`src/rtl/conversor_bin_bcd_display_pkg.sv`:
```
// Shared types and constants for the binary to BCD display sequencer.
package conversor_bin_bcd_display_pkg;

    typedef enum logic [1:0] {
        IDLE      = 2'd0,
        DESPLAZA  = 2'd1,
        ACTUALIZA = 2'd2
    } estado_t;

    localparam int MAX_DISPLAY = 9999;
    localparam int N_DIGITOS   = 5;
    localparam int ANCHO_BCD   = 4 * N_DIGITOS;
    localparam int ANCHO_PASO  = 5;

    // Four-digit packed BCD of a constant, used to build the saturation pattern.
    function automatic logic [15:0] a_bcd16(input int valor);
        logic [15:0] r;
        int          v;
        r = '0;
        v = valor;
        for (int i = 0; i < 4; i++) begin
            r[4*i +: 4] = 4'(v % 10);
            v = v / 10;
        end
        return r;
    endfunction

endpackage

```
`src/rtl/conversor_bin_bcd_display_ajuste_bcd.sv`:
```
// One double-dabble correction step on a single BCD nibble.
module ajuste_bcd (
    input  logic [3:0] nibble_i,
    output logic [3:0] nibble_o
);

    // Inputs never exceed 9 here, so +3 stays within the nibble.
    assign nibble_o = (nibble_i >= 4'd5) ? nibble_i + 4'd3 : nibble_i;

endmodule

```
`src/rtl/conversor_bin_bcd_display.sv`:
```
// Multi-cycle binary to 4-digit BCD converter; all digits update together on o_Hecho.
module conversor_bin_bcd_display
    import conversor_bin_bcd_display_pkg::*;
#(
    parameter int ANCHO_BIN = 14,
    parameter bit SATURAR   = 1'b1
) (
    input  logic                 i_Clk,
    input  logic                 i_Rst,
    input  logic [ANCHO_BIN-1:0] i_Valor,
    input  logic                 i_Valido,
    output logic                 o_Listo,
    output logic                 o_Hecho,
    output logic                 o_Desborde,
    output logic [3:0]           o_Datos_1,
    output logic [3:0]           o_Datos_2,
    output logic [3:0]           o_Datos_3,
    output logic [3:0]           o_Datos_4
);

    localparam logic [ANCHO_PASO-1:0] ULTIMO_PASO = ANCHO_PASO'(ANCHO_BIN - 1);
    localparam logic [15:0]           BCD_SAT     = a_bcd16(MAX_DISPLAY);

    estado_t                 estado_q, estado_d;
    logic [ANCHO_BIN-1:0]    bin_q, bin_d;
    logic [ANCHO_BCD-1:0]    bcd_q, bcd_d;
    logic [ANCHO_BCD-1:0]    bcd_aj;
    logic [ANCHO_PASO-1:0]   paso_q, paso_d;
    logic [15:0]             datos_q, datos_d;
    logic                    desborde_q, desborde_d;
    logic                    hecho_q, hecho_d;

    for (genvar g = 0; g < N_DIGITOS; g++) begin : g_ajuste
        ajuste_bcd u_ajuste (
            .nibble_i (bcd_q[4*g +: 4]),
            .nibble_o (bcd_aj[4*g +: 4])
        );
    end

    always_comb begin
        estado_d   = estado_q;
        bin_d      = bin_q;
        bcd_d      = bcd_q;
        paso_d     = paso_q;
        datos_d    = datos_q;
        desborde_d = desborde_q;
        hecho_d    = 1'b0;
        case (estado_q)
            IDLE: begin
                if (i_Valido) begin
                    bin_d    = i_Valor;
                    bcd_d    = '0;
                    paso_d   = '0;
                    estado_d = DESPLAZA;
                end
            end
            DESPLAZA: begin
                {bcd_d, bin_d} = {bcd_aj, bin_q} << 1;
                paso_d         = paso_q + 1'b1;
                if (paso_q == ULTIMO_PASO) begin
                    estado_d = ACTUALIZA;
                end
            end
            ACTUALIZA: begin
                // Fifth digit nonzero means the value does not fit on four digits.
                desborde_d = |bcd_q[19:16];
                datos_d    = (SATURAR && (|bcd_q[19:16])) ? BCD_SAT : bcd_q[15:0];
                hecho_d    = 1'b1;
                estado_d   = IDLE;
            end
            default: begin
                estado_d = IDLE;
            end
        endcase
    end

    always_ff @(posedge i_Clk) begin
        if (i_Rst) begin
            estado_q   <= IDLE;
            bin_q      <= '0;
            bcd_q      <= '0;
            paso_q     <= '0;
            datos_q    <= '0;
            desborde_q <= 1'b0;
            hecho_q    <= 1'b0;
        end else begin
            estado_q   <= estado_d;
            bin_q      <= bin_d;
            bcd_q      <= bcd_d;
            paso_q     <= paso_d;
            datos_q    <= datos_d;
            desborde_q <= desborde_d;
            hecho_q    <= hecho_d;
        end
    end

    assign o_Listo    = (estado_q == IDLE);
    assign o_Hecho    = hecho_q;
    assign o_Desborde = desborde_q;
    assign o_Datos_1  = datos_q[3:0];
    assign o_Datos_2  = datos_q[7:4];
    assign o_Datos_3  = datos_q[11:8];
    assign o_Datos_4  = datos_q[15:12];

endmodule

```
`config.mk`:
```
export PLATFORM = sky130hd
export DESIGN_NAME = conversor_bin_bcd_display
export DESIGN_NICKNAME = d
export VERILOG_FILES = /design/src/rtl/conversor_bin_bcd_display_pkg.sv /design/src/rtl/conversor_bin_bcd_display_ajuste_bcd.sv /design/src/rtl/conversor_bin_bcd_display.sv
export SDC_FILE = /design/constraint.sdc
export NUM_CORES = 1
export LEC_CHECK = 0
export ABC_AREA = 1
export CAP_MARGIN = 10
export CORE_MARGIN = 4
export CORE_UTILIZATION = 45
export CTS_CLUSTER_DIAMETER = 100
export DETAILED_ROUTE_END_ITERATION = 8
export HOLD_SLACK_MARGIN = 0.15
export PLACE_DENSITY = 0.68
export SLEW_MARGIN = 20
export SYNTH_ARGS = -nofsm -noshare
export SYNTH_HDL_FRONTEND = slang
export SYNTH_SLANG_ARGS = --single-unit
```
`constraint.sdc`:
```
create_clock -name i_Clk -period 1.7 [get_ports i_Clk]
set_clock_uncertainty 0.15 [all_clocks]
set_input_delay 0.51 -clock i_Clk [delete_from_list [all_inputs] [get_ports i_Clk]]
set_output_delay 0.51 -clock i_Clk [all_outputs]
set_load 0.03 [all_outputs]
```
==> reports/results.txt, run 1 <==
slowest CP cell: dfxtp_1
clock transition at the registers of the reported paths: 0.06 ns
crit path cell chain: clkdlybuf4s15_2
core area: 5990 um^2
Starting Density: 46.8%
first-pass GRT wire length: 11,100 um
fraction of layout cells with a size suffix above 1: 13.8%
Area after DPL: 3300 um^2
antenna viol nets, final: 0
clock sinks: 59
Max FO, Critical Path: 2
multi-input logic area: 1360 um^2
post-CTS setup buffers: 0
r2r startpoint: bcd_q[1]
final net count: 468
Mapped Nets: 422
input/output buffers: 35
Yosys reg bits: 59
Slew headroom: 74.9%
cells on worst reg2reg path: 9
post-synth cell types: 21
WL per Instance: 12.7 um
Setup WS pre-CTS: -0.141 ns
clock latency on the worst-skew pair: 0.34 ns
Final Instance Area: 3470 um^2
outcome: complete, no violations
1st-iter DRT viols: 126
largest family of logic cells by synthesized area: simple AND/OR/NAND/NOR gates
Worst Path Buf+Inv: 1
IO Pins: 36
Pre-Repair DR Iteration Count: 4
fin cells: 518
Clock H-tree levels: 3
WL final: 6560 um
Syn Inst Count: 392
final hold vios: 0
largest net degree at the start of global routing: 28
multiplexer share of the synthesized area: 0%
Worst setup EP type: primary output
fmax: 0.608 GHz
Mapped Avg Cell Area: 7.15 um^2
critical path data arrival time: 0.99 ns
Mapped Area: 2800 um^2
capturing point of the worst reg2reg path: bcd_q[4]
CP startpoint: datos_q[10]
Reg2Reg Setup Slack: 0.14 ns
clk root buf: clkbuf_8
Longest Clk Path Bufs: 2
PnR Total Power: 2.77 mW
maxcap violations: 0
crit-path leading delay family: flip-flops
post-synthesis compound-gate area fraction: 15.5%
min-delay worst type: reg -> reg
post-synthesis sequential area ratio: 42.2%
final setup fails: 0
Worst path max stage delay: 0.34 ns
DIE AREA: 7550 um^2
Worst VDD drop: 0.577 mV
Fillers: 537
Reg area: 1190 um^2
max-slew violation count: 0
CTS Buf Count: 9
drt via density: 5.06
grt total ovfl: 0
Least-Margin Pin Slew: 0.376 ns
diode count: 0
antenna violations before repair: 0
DR DRC count: 0
Worst path depth: 1
Post-Synth Simple-Gate Area: 27.2%
vias in the first global route: 2,625
die width: 86.9 um
Area Growth Syn to Fin: 24.0%
WP data required: 1.04 ns
crit path to: o_Datos_3[2]
XOR/XNOR Fraction of Synth Area: 0%
type of origin of the critical path: register
unrepaired setup endpoints after global routing: false
warnings from Yosys: 0
Final TNS setup: 0 ns
Crit Path Class: reg -> out
final setup margin: 0.0548 ns
Vias: 2,621
P_leak: 1.41 nW
Pwr Density: 798 nW/um^2
Die Ht: 86.9 um
CTS tree: done
HPWL after DPL: 4670 um
Synth Area in Adders: 5.81%
Placed Instances: 502
GRT Util Overall: 18.7%
Tcrit/Tclk final: 96.8%
minimum clock period: 1.65 ns
FP Rows: 28
Final GP Congestion: 0.853
[layout make-up]
type | instances | share of cell area [%]
multi-input combinational | 275 | 39.2
sequential | 59 | 34.1
timing repair buffer | 52 | 15.1
inverter | 41 | 4.47
clock buffer | 13 | 4.00
tap | 75 | 2.70
clock inverter | 3 | 0.432
[cells by family (layout without fill, tap and decap cells)]
family                   after synthesis  after routing
AO/OA/AOI/OAI                         81             81
adder cells (fa/ha/maj)               13             13
buffers and inverters                 58            109
flip-flops                            59             59
AND/OR/NAND/NOR                      181            181
[cells in the mapped netlist (all sizes together)]
cell | instances | area, um^2
a21oi | 44 | 220
a31oi | 5 | 31.3
buf | 11 | 86.3
clkbuf | 6 | 22.5
clkinv | 1 | 5.00
dfxtp | 59 | 1180
ha | 13 | 163
inv | 40 | 150
nand2 | 102 | 388
nand3 | 37 | 185
nand4 | 10 | 62.6
nor2 | 32 | 125
o211ai | 7 | 52.6
o21ai | 22 | 110
o22ai | 3 | 18.8
[worst min-delay path by stage]
stage | slack, ns | depth (start not counted) | endpoint | startpoint
global placement | 0.30 | 2 | bin_q[0] | bin_q[0]
floorplan | 0.29 | 2 | bin_q[0] | bin_q[0]
global route | 0.33 | 2 | datos_q[13] | datos_q[13]
detailed placement | 0.30 | 2 | paso_q[4] | paso_q[4]
finish | 0.31 | 2 | paso_q[4] | paso_q[4]
CTS | 0.31 | 2 | paso_q[4] | paso_q[4]
[layer usage]
layer / vias up / routed length (um) / global-route usage, % / share of wire [%]
li1: 1385 / - / - / -
met2: 38 / 3130 / 32.9 / 48
met5: - / 0 / 0 / 0
met1: 1188 / 3090 / 21.1 / 47
met4: 0 / 106 / 6.80 / 1.6
met3: 10 / 231 / 6.05 / 3.5
[layout by cell type (no fill, tap or decap), types with 13 or more instances in the layout]
master	n
nand2_1	100
dfxtp_1	55
a21oi_1	44
inv_1	37
nand3_1	36
nor2_1	30
o21ai_0	21
clkdlybuf4s50_1	16
clkdlybuf4s15_2	16
buf_4	15
ha_1	13
[worst register-to-register path: cells and delay by family, from the launching register on]
family	cells	cell delay, ns
simple gates	6	0.59
flops	1	0.39
fa+ha+maj	1	0.21
buf+inv	2	0.16
[through the flow]
stage | utilization, % | hold WS (ns)
floorplan | - | 0.289
global placement | 55.1 | 0.301
detailed placement | 55.1 | 0.304
CTS | 58.0 | 0.314
global route | 58.0 | 0.333
finish | 58.0 | 0.312
[sequential cells by signal, indices dropped and copies added, names as in the netlist]
signal      flops
estado_q        2
o_Desborde      1
bin_q          14
paso_q          5
bcd_q          20
o_Hecho         1
datos_q        16
[power breakdown]
part,internal [mW],leakage (nW),switching [mW]
sequential,1.42,0.480,0.0248
combinational,0.126,0.845,0.156
clock,0.523,0.0812,0.523
[repair_timing]
action,in CTS,in global routing
hold buffers,0,0
gates cloned,0,0
endpoints found under the setup margin,18,7
resized for setup,52,8
(Power assumes the default switching activity.)
==> run 2, diff against run 1 <==
--- a/config.mk
+++ b/config.mk
@@ -11,6 +11,7 @@
 export CORE_UTILIZATION = 45
 export CTS_CLUSTER_DIAMETER = 100
 export DETAILED_ROUTE_END_ITERATION = 8
+export GPL_TIMING_DRIVEN = 0
 export HOLD_SLACK_MARGIN = 0.15
 export PLACE_DENSITY = 0.68
 export SLEW_MARGIN = 20
==> reports/results.txt, run 2 (synthesis results as in run 1) <==
GRT Util Overall: 19.7%
Area Growth Syn to Fin: 22.1%
clock transition at the registers of the reported paths: 0.07 ns
final net count: 467
final setup margin: 0.0606 ns
Setup WS pre-CTS: -0.243 ns
crit-path leading delay family: flip-flops
Hold-fix buffers, CTS: 0
FP Rows: 28
Final TNS setup: 0 ns
max reg flops: 20
CTS tree: done
antenna violations before repair: 0
Slew headroom: 63.4%
Starting Density: 46.8%
WP data required: 1.04 ns
clk root buf: clkbuf_8
maxcap violations: 0
vias in the first global route: 2,561
minimum clock period: 1.64 ns
Pre-Repair DR Iteration Count: 6
Crit Path Class: reg -> out
input/output buffers: 34
Largest regs: bcd_q (20), datos_q (16), bin_q (14)
Max FO, Critical Path: 2
Die Ht: 86.9 um
fraction of layout cells with a size suffix above 1: 12.5%
slowest CP cell: dfxtp_1
1st-iter DRT viols: 130
CTS Buf Count: 9
P_leak: 1.38 nW
Worst setup EP type: primary output
met3 Use GR: 5.77%
clock latency on the worst-skew pair: 0.34 ns
first-pass GRT wire length: 11,600 um
WL final: 6860 um
type of origin of the critical path: register
Pwr Density: 840 nW/um^2
met1 Usage GRT: 23.6%
post-CTS setup buffers: 0
drt via density: 5.18
clock sinks: 59
Worst VDD drop: 0.775 mV
IO Pins: 36
final hold vios: 0
largest net degree at the start of global routing: 11
DIE AREA: 7550 um^2
outcome: complete, no violations
Vias: 2,671
max-slew violation count: 0
critical path data arrival time: 0.98 ns
commonest non-fill, non-tap cell in the layout: nand2_1
Longest Clk Path Bufs: 2
min-delay worst type: reg -> reg
Final GP Congestion: 0.888
global routing usage on met2: 33.5%
Clock H-tree levels: 3
grt total ovfl: 0
Placed Instances: 501
diode count: 0
final setup fails: 0
fin cells: 516
crit path cell chain: clkdlybuf4s15_2
fmax: 0.610 GHz
Worst Path Buf+Inv: 1
antenna viol nets, final: 0
Worst path max stage delay: 0.34 ns
most frequent cells in the layout: nand2_1 (100), dfxtp_1 (57), a21oi_1 (44)
WL per Instance: 13.3 um
DR DRC count: 0
die width: 86.9 um
Largest Register: bcd_q
Tcrit/Tclk final: 96.4%
gr busiest metal: met2
core area: 5990 um^2
unrepaired setup endpoints after global routing: false
HPWL after DPL: 4890 um
Least-Margin Pin Slew: 0.548 ns
[run 2: cell types whose count changed in the layout (fill, tap and decap cells not counted), moves of 3 or more]
| cell | change |
|---|---|
| clkbuf_1 | +3 |
| buf_6 | +3 |
| buf_2 | +3 |
| buf_12 | -3 |
| buf_4 | -10 |
| clkbuf_8 | +3 |
[run 2: final cells by class]
class                           instances  area (um^2)
Clock buffer                           13          169
Inverter                               41          158
Sequential cell                        59         1180
Fill cell                             584         2570
Buffer                                 17          111
Clock inverter                          2         10.0
Timing Repair Buffer                   34          333
Tap cell                               75         93.8
Multi-Input combinational cell        275         1360
[run 2: worst min-delay path, stage by stage (launching register included)]
cell	delay [ns]
dfxtp_1	0.31
inv_1	0.04
o21ai_0	0.07
[run 2: repair_timing]
| item | in CTS | in global routing |
|---|---|---|
| pin swaps | 0 | 0 |
| gates resized for setup | 56 | 9 |
| endpoints found under the setup margin | 19 | 13 |
[run 2: per-layer routing]
layer  wire, um  part of all wire (%)
met1       3220                    47
met2       3270                    48
met3        275                   4.0
met4        100                   1.5
met5          0                     0
[run 2: per-stage QoR]
step	hold slack [ns]	utilization, %	power [mW]	instance area, um^2
2_1_floorplan	0.289	-	1.63	2800
3_3_place_gp	0.300	54.0	1.74	3240
3_5_place_dp	0.308	54.0	1.74	3240
4_1_cts	0.319	57.2	2.90	3430
5_1_grt	0.344	57.1	2.99	3420
6_report	0.310	57.1	2.87	3420
[run 2: final timing paths]
check             cells past startpoint   startpoint            to  slack, ns
hold reg to reg                       2    bin_q[13]      bcd_q[0]       0.31
setup / recovery                      1  datos_q[12]  o_Datos_4[0]       0.06
setup reg to reg                      7    bcd_q[16]    datos_q[6]       0.13
hold / removal                        2    bin_q[13]      bcd_q[0]       0.31
[run 2: power breakdown]
part / switching [mW] / internal (mW)
Combinational: 0.163 / 0.102
Clock: 0.530 / 0.636
Sequential: 0.0237 / 1.42
==> run 3, diff against run 2 <==
--- a/config.mk
+++ b/config.mk
@@ -14,7 +14,7 @@
 export GPL_TIMING_DRIVEN = 0
 export HOLD_SLACK_MARGIN = 0.15
 export PLACE_DENSITY = 0.68
-export SLEW_MARGIN = 20
+export SLEW_MARGIN = 15
 export SYNTH_ARGS = -nofsm -noshare
 export SYNTH_HDL_FRONTEND = slang
 export SYNTH_SLANG_ARGS = --single-unit
==> results of run 3 <==
Final layout, timing and power as in run 2 (identical DEF).
